## src/rtl/udp_tx_arbiter_pkg.sv

```systemverilog
// Shared constants for the four-channel UDP transmit arbiter.
package udp_tx_arbiter_pkg;

  localparam int CH_NUM = 4;
  localparam int LEN_W  = 16;
  localparam int DATA_W = 32;

  // FSM encoding
  localparam logic [1:0] ST_IDLE  = 2'd0;
  localparam logic [1:0] ST_APPLY = 2'd1;
  localparam logic [1:0] ST_SEND  = 2'd2;
  localparam logic [1:0] ST_DONE  = 2'd3;

  // Convert a one-hot channel vector to its index (0 for an empty vector).
  function automatic logic [1:0] onehot_to_idx(input logic [CH_NUM-1:0] oh);
    logic [1:0] idx;
    case (oh)
      4'b0001: idx = 2'd0;
      4'b0010: idx = 2'd1;
      4'b0100: idx = 2'd2;
      4'b1000: idx = 2'd3;
      default: idx = 2'd0;
    endcase
    return idx;
  endfunction

endpackage

```

## src/rtl/udp_tx_arbiter_rr_arbiter4.sv

```systemverilog
// Combinational round-robin pick: searches upward starting one past the last
// served channel, wrapping modulo 4.
module rr_arbiter4
  import udp_tx_arbiter_pkg::*;
(
  input  logic [CH_NUM-1:0] req,
  input  logic [1:0]        last,
  output logic [CH_NUM-1:0] grant,
  output logic              valid
);

  logic [1:0] idx;

  // First requesting channel after 'last' wins; 'last' itself is checked last.
  always_comb begin
    grant = 4'b0000;
    valid = 1'b0;
    idx   = 2'd0;
    for (int i = 1; i <= CH_NUM; i++) begin
      idx = last + i[1:0];
      if (!valid && req[idx]) begin
        grant[idx] = 1'b1;
        valid      = 1'b1;
      end else begin
        valid = valid;
      end
    end
  end

endmodule

```

## src/rtl/udp_tx_arbiter.sv

```systemverilog
// Four-channel round-robin arbiter in front of a single UDP transmit core,
// with a watchdog that aborts a grant held too long.
module udp_tx_arbiter
  import udp_tx_arbiter_pkg::*;
#(
  parameter int          U_DLY       = 1,          // kept for interface compatibility
  parameter logic [15:0] TIMEOUT_CYC = 16'd65535
) (
  input  logic          clk_sys,
  input  logic          rst_n,
  input  logic [3:0]    req_apply,
  input  logic [63:0]   req_data_len,
  input  logic [127:0]  req_data,
  output logic [3:0]    req_data_en,
  output logic [3:0]    req_send_over,
  output logic          udp_send_apply,
  output logic [15:0]   udp_send_data_len,
  output logic [31:0]   udp_send_data,
  input  logic          udp_send_data_en,
  input  logic          udp_send_over,
  output logic [3:0]    arb_grant,
  output logic          timeout_pulse
);

  logic [1:0]        state;
  logic [1:0]        last_grant;
  logic [15:0]       wd_cnt;
  logic [15:0]       wd_next;
  logic              wd_hit;
  logic [CH_NUM-1:0] pick_grant;
  logic              pick_valid;
  logic [LEN_W-1:0]  pick_len;
  logic              active;

  rr_arbiter4 u_rr (
    .req   (req_apply),
    .last  (last_grant),
    .grant (pick_grant),
    .valid (pick_valid)
  );

  assign wd_next = wd_cnt + 16'd1;
  assign wd_hit  = (wd_next >= TIMEOUT_CYC);
  assign active  = (state == ST_APPLY) || (state == ST_SEND);

  // Length of the channel about to be granted.
  always_comb begin
    pick_len = 16'd0;
    for (int n = 0; n < CH_NUM; n++) begin
      if (pick_grant[n]) pick_len = req_data_len[16*n +: 16];
      else               pick_len = pick_len;
    end
  end

  // Word mux for the current owner; zero when nobody owns the core.
  always_comb begin
    udp_send_data = 32'd0;
    for (int n = 0; n < CH_NUM; n++) begin
      if (arb_grant[n]) udp_send_data = req_data[32*n +: 32];
      else              udp_send_data = udp_send_data;
    end
  end

  // Route the core's read strobe only to the owner while a frame is live.
  always_comb begin
    if (active) req_data_en = arb_grant & {4{udp_send_data_en}};
    else        req_data_en = 4'b0000;
  end

  // Grant FSM, watchdog and registered handshake outputs.
  always_ff @(posedge clk_sys or negedge rst_n) begin
    if (!rst_n) begin
      state             <= ST_IDLE;
      arb_grant         <= 4'b0000;
      last_grant        <= 2'd3;
      udp_send_apply    <= 1'b0;
      udp_send_data_len <= 16'd0;
      req_send_over     <= 4'b0000;
      timeout_pulse     <= 1'b0;
      wd_cnt            <= 16'd0;
    end else begin
      req_send_over <= 4'b0000;
      timeout_pulse <= 1'b0;
      case (state)
        ST_IDLE: begin
          wd_cnt <= 16'd0;
          if (pick_valid) begin
            arb_grant         <= pick_grant;
            udp_send_data_len <= pick_len;
            udp_send_apply    <= 1'b1;
            state             <= ST_APPLY;
          end else begin
            state <= ST_IDLE;
          end
        end
        ST_APPLY: begin
          wd_cnt <= wd_next;
          if (wd_hit) begin
            udp_send_apply <= 1'b0;
            timeout_pulse  <= 1'b1;
            req_send_over  <= arb_grant;
            state          <= ST_DONE;
          end else if (udp_send_data_en) begin
            udp_send_apply <= 1'b0;
            if (udp_send_over) begin
              req_send_over <= arb_grant;
              state         <= ST_DONE;
            end else begin
              state <= ST_SEND;
            end
          end else if ((req_apply & arb_grant) == 4'b0000) begin
            // Requester withdrew before the core started reading: silent abort.
            arb_grant      <= 4'b0000;
            udp_send_apply <= 1'b0;
            wd_cnt         <= 16'd0;
            state          <= ST_IDLE;
          end else begin
            state <= ST_APPLY;
          end
        end
        ST_SEND: begin
          wd_cnt <= wd_next;
          if (wd_hit) begin
            timeout_pulse <= 1'b1;
            req_send_over <= arb_grant;
            state         <= ST_DONE;
          end else if (udp_send_over) begin
            req_send_over <= arb_grant;
            state         <= ST_DONE;
          end else begin
            state <= ST_SEND;
          end
        end
        ST_DONE: begin
          last_grant <= onehot_to_idx(arb_grant);
          arb_grant  <= 4'b0000;
          wd_cnt     <= 16'd0;
          state      <= ST_IDLE;
        end
        default: begin
          arb_grant      <= 4'b0000;
          udp_send_apply <= 1'b0;
          wd_cnt         <= 16'd0;
          state          <= ST_IDLE;
        end
      endcase
    end
  end

endmodule
```

## config.mk

```make
export PLATFORM = sky130hd
export DESIGN_NAME = udp_tx_arbiter
export DESIGN_NICKNAME = d
export VERILOG_FILES = /design/src/rtl/udp_tx_arbiter_pkg.sv /design/src/rtl/udp_tx_arbiter_rr_arbiter4.sv /design/src/rtl/udp_tx_arbiter.sv
export SDC_FILE = /design/constraint.sdc
export NUM_CORES = 1
export LEC_CHECK = 0
export ABC_AREA = 1
export ABC_CLOCK_PERIOD_IN_PS = 3850
export CAP_MARGIN = 25
export CELL_PAD_IN_SITES_DETAIL_PLACEMENT = 0
export CELL_PAD_IN_SITES_GLOBAL_PLACEMENT = 1
export CORE_ASPECT_RATIO = 0.8
export CORE_MARGIN = 3
export CORE_UTILIZATION = 26
export CTS_BUF_LIST = sky130_fd_sc_hd__clkbuf_8
export DETAILED_ROUTE_END_ITERATION = 10
export GPL_ROUTABILITY_DRIVEN = 0
export PLACE_DENSITY_LB_ADDON = 0.1
export SLEW_MARGIN = 20
export SYNTH_ARGS = -nofsm -noshare
export SYNTH_HDL_FRONTEND = slang
export SYNTH_HIERARCHICAL = 1
export SYNTH_SLANG_ARGS = --single-unit
```

## constraint.sdc

```tcl
create_clock -name clk_sys -period 3.85 [get_ports clk_sys]
set_input_delay 0.5775 -clock clk_sys [delete_from_list [all_inputs] [get_ports clk_sys]]
set_output_delay 0.5775 -clock clk_sys [all_outputs]
set_load 0.05 [all_outputs]
```

After elaboration in Yosys (flattened, before gate mapping)
Index checks and enable logic that the tools add are counted.
- reduce and logical (&&, ||, !) cells: 20
- equal/unequal tests: 11
- bitwise logic cells: 5
- add/sub/neg operators: 4
- $lt $le $gt $ge: 9
- mux-type cells: 62
- operators with widths (kind ; count):
    two-way mux 32 bit ; 4
    two-way mux 16 bit ; 7
    two-way mux 4 bit ; 13
    one-hot mux 16 bit (3 select lines) ; 1
    two-way mux 1 bit ; 21
    adder 16 x 1 -> 16 bit (second input constant) ; 1
    >= comparator 16 bit (second input constant) ; 1
    < comparator 2 x 3 -> 1 bit (second input constant) ; 4
    bitwise OR 4 bit ; 3
    one-hot mux 4 bit (3 select lines) ; 1
    AND 4 bit ; 2
    binary-select mux 1 bit (select 2 bit) ; 4
    demux 1 bit (select 2 bit) ; 4
    >= comparator 2 x 1 -> 1 bit (second input constant) ; 4
    one-hot mux 2 bit (4 select lines) ; 1
    one-hot mux 4 bit (2 select lines) ; 1
    logical AND 1 bit ; 7
    two-way mux 2 bit ; 3
    inequality test 2 bit (second input constant) ; 3
    one-hot mux 2 bit (3 select lines) ; 1
    AND reduction 5 bit ; 1
    adder 2 bit (second input constant) ; 2
    equality test 2 bit (second input constant) ; 2
    equality test 4 x 2 -> 1 bit (second input constant) ; 1
    16 further kinds ; 19
- output and inout port bits: 62
- logic and storage cells: 119
- input port bits: 200
- bits in registers: 46

Depth between registers and ports, before layout
- depth after elaboration: 17
- mapped depth: 15
- mapped depth without buffers: 15

Modules after synthesis
Netlist, hierarchy kept.
- by module, submodules not included (module ; sequential area each (um2) ; instances ; cells an instance ; area each (um2)):
    udp_tx_arbiter ; 1153.6 ; 1 ; 683 ; 4286.6
    rr_arbiter4 ; 0.0 ; 1 ; 80 ; 451.7

Worst setup path after synthesis
Ideal clock, no wire load.
- path type: register -> output
- from: register arb_grant[2]
- to: output port udp_send_data[23]
- arrival time: 2626 ps
- required time: 3273 ps
- path buffers: 3
- path slack: 647 ps
- cell stages (with the launch flop): 6
- cells stage by stage: dfrtp_1 -> clkbuf_1 -> clkbuf_1 -> buf_1 -> a21oi_1 -> o21ai_0
- longest elaborated chain between the ends: 2
- RTL lines (element ; line ; text):
    start, declared ; udp_tx_arbiter.sv:21 ; output logic [3:0] arb_grant,
    start signal, assigned ; udp_tx_arbiter.sv:88 ; arb_grant <= pick_grant;
    two-way mux 32 bit (2 in series) ; udp_tx_arbiter.sv:59 ; if (arb_grant[n]) udp_send_data = req_data[32*n +: 32];
    end, declared ; udp_tx_arbiter.sv:18 ; output logic [31:0] udp_send_data,
No other way between the ends.

Worst setup path after layout
- from: register last_grant[0]
- to: register udp_send_data_len[3]
- elaborated cells on any way between the ends: 53
- classes of those cells: add/sub (3); order compare (8); mux (28); bitwise (3); reduce/logical (11)
- RTL lines (element ; line ; text):
    start, declared ; udp_tx_arbiter.sv:26 ; logic [1:0] last_grant;
    start signal, assigned ; udp_tx_arbiter.sv:135 ; last_grant <= onehot_to_idx(arb_grant);
    parallel branches: the longest is 12 deep, another holds < comparator 2 x 3 -> 1 bit ; -- ;
    two-way mux 4 bit (*) ; udp_tx_arbiter_rr_arbiter4.sv:21 ; if (!valid && req[idx]) begin
    net pick_grant[1] ; udp_tx_arbiter.sv:30 ; logic [CH_NUM-1:0] pick_grant;
    two-way mux 16 bit (*) (3 in series) ; udp_tx_arbiter.sv:50 ; if (pick_grant[n]) pick_len = req_data_len[16*n +: 16];
    end signal, assigned ; udp_tx_arbiter.sv:89 ; udp_send_data_len <= pick_len;
    end, declared ; udp_tx_arbiter.sv:17 ; output logic [15:0] udp_send_data_len,
Mark *: on every way through the listed nets, which the timed path passes. The select of a mux whose other input is x is not followed.
A chain may end at the register's enable or synchronous reset.

==> metrics <==
crit end category flip-flop; fill count 1,850; post-synthesis register bit count 46; Worst EP arrival 3.24 ns; RSZ-0062 raised after global routing no; largest net degree at the start of global routing 44; pre-CTS setup slack 0.823 ns; drt first-iter violations 496; Ports 262; DRC 0; vias in the first global route 5,468; critical path class flip-flop to flip-flop; Area Overhead vs Synth 60.2%; core area 0.0176 mm^2; Hold WC Path Type input pin to async pin; Multi-input gate area 0.00320 mm^2; maximum VDD drop 366 uV; most frequent CP cell nor2_1; MaxCap Viol Count 0; post-CTS sizing 0; CTS Sinks 46; Post-Syn Area per Cell 6.21 um^2; Rel. slew slack 0.489; Clk Tree Root Cell clkbuf_8; Worst Path Max Fanout 18; final critical-path required period 3.05 ns; Worst Max-Slew Pin Slew 0.767 ns; Die X 157 um; Max clock buf depth 2; Final Cycle Share 0.792; Congestion Overflow GR 0; Clock Latency Late Sink 0.32 ns; post-CTS setup buffers 0; Setup TNS Final 0 ns; fin cells 1,227; R2R Path End udp_send_data_len[3]; Final ANT Viol Nets 0; antenna violations before repair 0; Clock Skew 0.0122 ns; Final setup viols 0; CP peak stage delay 0.67 ns; WL/cell 17.8 um; total track usage 0.207; Post-Syn Instances 763; row count 43; Yosys warning total 6; status complete, no violations; required time worst endpoint 4.04 ns; Placed Instances 1,218; TritonCTS clock tree yes; Hold Vio Cnt, Final 0; Reg2Reg Setup Slack 0.80 ns; Cell Area, Synth 0.00474 mm^2; Initial Util 0.269; CTS clk-pin slew, worst paths 0.10 ns; first-pass GRT wire length 32,600 um; final worst slack 0.803 ns; top achievable clock speed 0.328 GHz; CP max stage cell dfstp_2; Yosys cell types 35; die height 127 um; Setup crit start kind flip-flop; Hold Buf Count CTS 0; DRT Wirelength 21,800 um; Reg2Reg Depth 15; die area 0.0199 mm^2; H-tree Lvls 2; worst r2r src last_grant[0]; Pwr per Cell Area 677 mW/mm^2; drt first pass iters 5; Num CTS Buffers 5; syn nets 979; Lkg Pwr 0.00320 uW; layout cell share with drive strength beyond 1 0.104; vias post-DR 5,995; Port Buffers 261; Ant. Diodes 0; Register Area 0.00116 mm^2; cells along the critical path inv_2 > ha_1 > inv_1 > nand3_1 > nand2_1 > nand3_2 > nor2_1 > nor2_1 > nand2_1 > buf_4 > nor2_1 > buf_4 > a221o_1 > o211ai_1 > a21oi_1; sequential element share of the synthesized area 0.243; Vias/cell 4.89; DP HPWL 17,000 um; nets 1,217; final slew viol count 0
critical path: cells and delay by family (launching register included):
family / cells / cell delay [ns]
buffers and inverters: 4 / 0.71
flip-flops: 1 / 0.67
AND/OR/NAND/NOR: 7 / 0.66
AO/OA/AOI/OAI: 3 / 0.50
adder cells (fa/ha/maj): 1 / 0.38
layer usage:
layer / GRT usage / share of wire
met1: 0.301 / 0.46
met2: 0.321 / 0.46
met3: 0.0477 / 0.079
met4: 0.0247 / 0.0055
met5: 0 / 0
cells in the mapped netlist:
master,count,area (um^2)
a21oi_1,103,515
clkinv_1,3,11.3
nand3_1,84,420
inv_2,1,3.75
o21a_1,2,15.0
nor4_1,1,6.26
dfrtp_1,44,1100
nand4_1,11,68.8
a221o_1,16,160
a31oi_1,2,12.5
clkbuf_1,40,150
nand3_4,3,52.6
ha_1,16,200
nor2_4,5,56.3
buf_4,1,7.51
nand2_4,2,22.5
nor2_2,4,25.0
or2_1,1,6.26
buf_6,2,22.5
nor3_4,1,16.3
nand3b_1,3,22.5
nand3_2,3,30.0
dfstp_2,2,52.6
o21bai_4,1,18.8
or2_2,1,6.26
buf_2,2,10.0
o21ai_0,48,240
o211ai_1,16,120
buf_1,2,7.51
nand2_2,21,131
o21ai_1,5,25.0
nand2_1,212,796
nor2_1,57,214
a22o_1,2,17.5
inv_1,46,173
flip-flops by register name (all words and copies together), names as in the netlist, named ones only:
signal             cells
timeout_pulse          1
wd_cnt                16
req_send_over          4
arb_grant              4
udp_send_apply         1
last_grant             2
udp_send_data_len     16
state                  1
how the worst max path moves through the flow:
stage / startpoint / endpoint / depth (start not counted) / slack [ns]
finish: last_grant[0] / udp_send_data_len[3] / 15 / 0.80
global route: last_grant[0] / udp_send_data_len[3] / 12 / 0.61
CTS: last_grant[0] / udp_send_data_len[3] / 15 / 0.82
detailed placement: last_grant[0] / udp_send_data_len[3] / 15 / 0.82
global placement: last_grant[0] / udp_send_data_len[3] / 15 / 0.88
floorplan: arb_grant[2] / udp_send_data[23] / 5 / 0.65
power breakdown:
part	switching (uW)	internal [uW]
registers	155	643
logic	2610	1410
clock network	192	128
total	2950	2180
cell families after synthesis:
logic type               synth area share
AND/OR/NAND/NOR                     0.396
AO/OA/AOI/OAI                       0.237
buffers and inverters              0.0813
flip-flops                          0.243
adder cells (fa/ha/maj)            0.0422
cell type report:
class,count,area share
clock buffers,5,0.00907
inverters,50,0.0247
repair buffers,278,0.352
multi-input cells,620,0.422
flip-flops and latches,46,0.152
well taps,225,0.0371
clock inverters,3,0.00280
metrics by stage:
| step | power, uW | util | hold WS [ns] | cell area, um^2 |
|---|---|---|---|---|
| finish | 5140 | 0.431 | 0.212 | 7590 |
| global route | 5560 | 0.431 | 0.224 | 7590 |
| CTS | 5160 | 0.430 | 0.420 | 7560 |
| detailed placement | 4820 | 0.425 | 0.484 | 7470 |
| global placement | 4830 | 0.425 | 0.476 | 7470 |
| floorplan | 3530 | - | 0.282 | 4740 |
placed cells by master, fill, tap and decap left out, types with 2 or more instances in the layout:
cell | Yosys | layout
dfrtp_1 | 44 | 42
nand4_1 | 11 | 11
a221o_1 | 16 | 16
inv_1 | 46 | 46
clkbuf_8 | 0 | 5
nor2_4 | 5 | 5
o21a_1 | 2 | 2
nand3_4 | 3 | 3
dfrtp_2 | 0 | 2
nand2_1 | 212 | 212
a22o_1 | 2 | 2
nand3_1 | 84 | 84
a31oi_1 | 2 | 2
dfstp_2 | 2 | 2
clkdlybuf4s50_1 | 0 | 228
nor2_2 | 4 | 4
nor2_1 | 57 | 57
ha_1 | 16 | 16
a21oi_1 | 103 | 103
buf_4 | 1 | 48
o21ai_1 | 5 | 5
o21ai_0 | 48 | 48
o211ai_1 | 16 | 16
nand2_2 | 21 | 21
clkinv_1 | 3 | 3
nand2_4 | 2 | 2
nand3_2 | 3 | 3
nand3b_1 | 3 | 3
(Power assumes the default switching activity.)
==> edit 1: new RTL, same flow settings <==
`TIMEOUT_CYC`: 16'd65535 -> 16'd32767.
--- a/src/rtl/udp_tx_arbiter.sv
+++ b/src/rtl/udp_tx_arbiter.sv
@@ -4,7 +4,7 @@
   import udp_tx_arbiter_pkg::*;
 #(
   parameter int          U_DLY       = 1,          // kept for interface compatibility
-  parameter logic [15:0] TIMEOUT_CYC = 16'd65535
+  parameter logic [15:0] TIMEOUT_CYC = 16'd32767
 ) (
   input  logic          clk_sys,
   input  logic          rst_n,
Formal check against the unedited RTL: same outputs for any inputs over 4 cycles, from zero or initial values and one cycle with rst_n low; that may be too few to reach the edited logic, so the function may still have changed.
==> edit 1 against the original RTL <==
- cell count down 10%
- final area down 8.0%
- fmax down 6.4%
- setup slack worse by 0.21 ns
- first-iteration DRC count down 45%
- total power down 2.5%
- sequential cell count unchanged
- wire length down 19%
- area after synthesis down 12%
- critical endpoint is now udp_send_data_len[0]
- highest routed layer unchanged
==> edit 1: results (changes against the original RTL) <==
| Metric | Value |
|---|---|
| Status | complete, no violations |
| Commonest cells post-synth | nand2_1 (159), a21oi_1 (107), nand3_1 (68), nor2_1 (57), dfrtp_1 (44) |
| Sw Pwr | 2.85 mW (-3.4%) |
| Layout cells sized above 1 | 9.34% (-1.0 points) |
| Largest net degree at the start of global routing | 52 (+18%) |
| Clk_lat worst skew | 0.30 ns (-0.02 ns) |
| Wire per inst | 16.1 µm (-9.3%) |
| Post-DP HPWL | 13.8 mm (-19%) |
| Critical path endpoint | udp_send_data_len[0] |
| R2r worst-path depth | 13 (-2) |
| Post-synth net total | 864 (-12%) |
| Via/cell ratio | 4.87 (-0.37%) |
| Peak VDD IR | 0.444 mV (+21%) |
| Leak | 2.81 nW (-12%) |
| Slew margin rel. | 51.7% (+2.9 points) |
| Avg Inst Size Synth | 6.43 µm² (+3.6%) |
| Fin cells | 1099 (-10%) |
| Number of global-route vias before repair | 5210 (-4.7%) |
| Netlist Area Pre-Place | 4180 µm² (-12%) |
| Final sequential cell count | 46 (unchanged) |
| Detailed Route Iter0 Violations | 273 (-45%) |
| Synth Area in XOR/XNOR | 0.419% (+0.42 points) |
| Layout Skew | 0.0135 ns (+0.00124 ns) |
| FF-to-FF End | udp_send_data_len[0] |
| Comb_multi_in | 519 (-16%) |
| Adder-cell share of the synthesized area | 4.19% (-0.036 points) |
-- edit 1: cell count changes after synthesis, moves of 3 or more --
cell,before,now
o21ai_0,48,34
nand2_2,21,6
a21oi_2,0,7
inv_1,46,40
clkbuf_1,40,33
nand3b_1,3,0
o21ai_1,5,1
a21oi_1,103,107
nand2_1,212,159
nand3_1,84,68
-- edit 1: how the worst min path moves through the flow --
| stage | slack (ns) | startpoint | depth (start not counted) | to |
|---|---|---|---|---|
| final | 0.26 | rst_n | 1 | wd_cnt[6] |
| after global routing | 0.30 | rst_n | 1 | wd_cnt[6] |
| after CTS | 0.28 | rst_n | 1 | wd_cnt[1] |
| after detailed placement | 0.48 | udp_send_apply | 2 | udp_send_apply |
| after global placement | 0.46 | udp_send_apply | 2 | udp_send_apply |
| after floorplan | 0.28 | rst_n | 0 | async pin |
-- edit 1: per-layer routing --
layer | global-route usage (%) | share of wire (%)
met5 | 0 | 0
met4 | 3.49 | 1.0
met3 | 5.06 | 8.5
met2 | 33.3 | 49
met1 | 23.6 | 42
==> edit 2: new RTL, config.mk and constraints unchanged <==
Without the edit above. Register the output `timeout_pulse` once more; this adds one clock of latency there. The other outputs are not delayed to match.
--- a/src/rtl/udp_tx_arbiter.sv
+++ b/src/rtl/udp_tx_arbiter.sv
@@ -21,6 +21,8 @@
   output logic [3:0]    arb_grant,
   output logic          timeout_pulse
 );
+
+  logic timeout_pulse_s0;
 
   logic [1:0]        state;
   logic [1:0]        last_grant;
@@ -76,11 +78,11 @@
       udp_send_apply    <= 1'b0;
       udp_send_data_len <= 16'd0;
       req_send_over     <= 4'b0000;
-      timeout_pulse     <= 1'b0;
+      timeout_pulse_s0  <= 1'b0;
       wd_cnt            <= 16'd0;
     end else begin
       req_send_over <= 4'b0000;
-      timeout_pulse <= 1'b0;
+      timeout_pulse_s0 <= 1'b0;
       case (state)
         ST_IDLE: begin
           wd_cnt <= 16'd0;
@@ -97,7 +99,7 @@
           wd_cnt <= wd_next;
           if (wd_hit) begin
             udp_send_apply <= 1'b0;
-            timeout_pulse  <= 1'b1;
+            timeout_pulse_s0 <= 1'b1;
             req_send_over  <= arb_grant;
             state          <= ST_DONE;
           end else if (udp_send_data_en) begin
@@ -121,7 +123,7 @@
         ST_SEND: begin
           wd_cnt <= wd_next;
           if (wd_hit) begin
-            timeout_pulse <= 1'b1;
+            timeout_pulse_s0 <= 1'b1;
             req_send_over <= arb_grant;
             state         <= ST_DONE;
           end else if (udp_send_over) begin
@@ -147,4 +149,8 @@
     end
   end
 
+  always_ff @(posedge clk_sys) begin
+    timeout_pulse <= timeout_pulse_s0;
+  end
+
 endmodule
Behaviour: no difference found for any inputs over 4 cycles, from zero or initial values and one cycle with rst_n low; that may be too few to reach the edited logic, so the function may still have changed.
==> edit 2 against the original RTL <==
- die area up 0.41%
- sequential cell count up 1
- setup slack better by 0.0039 ns
- register-to-register slack better by 0.03 ns
- cell count about the same
- clock skew down 0.0066 ns
- synthesized cell count up 0.13%
- count of clock-buffer cells in the layout unchanged
- final area up 0.15%
- total power up 2.9%
- wire length down 4.2%
- area after synthesis up 0.42%
- largest cell class unchanged
- largest power group unchanged
- highest routed layer unchanged
==> edit 2: results (changes against the original RTL) <==
| Metric | Value |
|---|---|
| Number of global-route vias before repair | 5407 (-1.1%) |
| Clock group share of total power | 7.6% (+1.4 points) |
| Synth unique cells | 36 (+2.9%) |
| Detailed Route Iter0 Violations | 304 (-39%) |
| Post-synth ARST share | 97.9% (-2.1 points) |
| R2r worst-path depth | 12 (-3) |
| Compound-Gate Fraction of Synth Area | 23.6% (-0.10 points) |
| DRT antenna net count | 0 (unchanged) |
| Peak VDD IR | 0.351 mV (-4.3%) |
| Post-DP HPWL | 16.4 mm (-3.7%) |
| GRT Overall Usage | 19.7% (-1.0 points) |
| Adder-cell share of the synthesized area | 4.21% (-0.018 points) |
| Synth Area in XOR/XNOR | 0% (unchanged) |
| Largest net degree at the start of global routing | 47 (+6.8%) |
| Register area share after synthesis | 24.7% (+0.32 points) |
| Synth area leaders | dfrtp_1 (23%), nand2_1 (17%), a21oi_1 (11%), nand3_1 (8.8%), o21ai_0 (5.0%) |
| Int Power | 2.27 mW (+3.7%) |
| Met2 usage | 31.3% (-0.81 points) |
| Status | complete, no violations |
| Slew margin rel. | 47.6% (-1.3 points) |
| Worst EP arrival | 2.47 ns (-0.77 ns) |
| Power share of the sequential group | 15.2% (-0.3 points) |
| Layout Skew | 0.00566 ns (-0.00657 ns) |
| First-pass GRT wire length | 31.3 mm (-3.8%) |
| Hold Path Class | in2async |
| Layout cells sized above 1 | 10.2% (-0.19 points) |
| CTS Buf Count | 5 (unchanged) |
| First-pass DRT Iterations | 5 (unchanged) |
| Via/cell ratio | 4.90 (+0.35%) |
| Root buf cell | clkbuf_8 |
| CTS HTree Levels | 2 (unchanged) |
| GRT met1 Usage | 28.2% (-1.8 points) |
| Seq power | 0.805 mW (+0.9%) |
| Synth Instances | 764 (+0.13%) |
| Clock buffer depth | 2 (unchanged) |
| Slowest stage delay, CP | 0.83 ns (+0.16 ns) |
| CP max stage cell | clkdlybuf4s50_1 |
| Post-cts sizing count | 0 (unchanged) |
| Global-route track usage on met3 | 3.89% (-0.88 points) |
| Setup Fix Bufs, Post-CTS | 0 (unchanged) |
| Fin cells | 1226 (-0.081%) |
| Leak | 3.20 nW (+0.18%) |
| Post-Route WL | 20.9 mm (-4.2%) |
| Post-synth net total | 980 (+0.10%) |
## edit 2: critical path: cells and delay by family
family | cells | cell delay (ns)
and+or+nand+nor | 1 | 0.17
buffers and inverters | 4 | 1.72
## edit 2: metal layers
layer | up-vias | routed length, µm
met5 | - | 0
met4 | 0 | 170
met3 | 11 | 1550
met2 | 213 | 9390
met1 | 2733 | 9780
li1 | 3054 | -
## edit 2: cell type report
| cell class | instances | area, µm² |
|---|---|---|
| fill | 1863 | 10000 |
| clock buffer | 5 | 68.8 |
| tap | 225 | 282 |
| multi-input combinational | 620 | 3200 |
| timing repair buffer | 276 | 2640 |
| inverter | 50 | 188 |
| sequential | 47 | 1180 |
| clock inverter | 3 | 47.5 |
## edit 2: per-stage QoR
stage / cell area (µm²) / setup slack [ns] / utilization, %
after floorplan: 4760 / 0.647 / -
after global placement: 7480 / 0.844 / 42.4
after detailed placement: 7480 / 0.824 / 42.4
after CTS: 7600 / 0.813 / 43.1
after global routing: 7600 / 0.577 / 43.1
final: 7600 / 0.807 / 43.1
## edit 2: path summary, 6_finish.rpt
path / from / endpoint / slack (ns)
worst max-delay path: udp_send_data_en / req_data_en[0] / 0.81
worst min-delay path: rst_n / wd_cnt[3] / 0.32
worst max register to register: last_grant[0] / udp_send_data_len[13] / 0.83
worst min register to register: timeout_pulse_s0 / timeout_pulse / 0.35
max in group asynchronous: rst_n / arb_grant[2] / 2.76
min in group clk_sys: timeout_pulse_s0 / timeout_pulse / 0.35
## edit 2: logic make-up after synthesis
logic type                 count (synthesis)
and+or+nand+nor                          409
adders and majority gates                 16
DFF                                       47
AOI/OAI and AO/OA                        195
buffers and inverters                     97
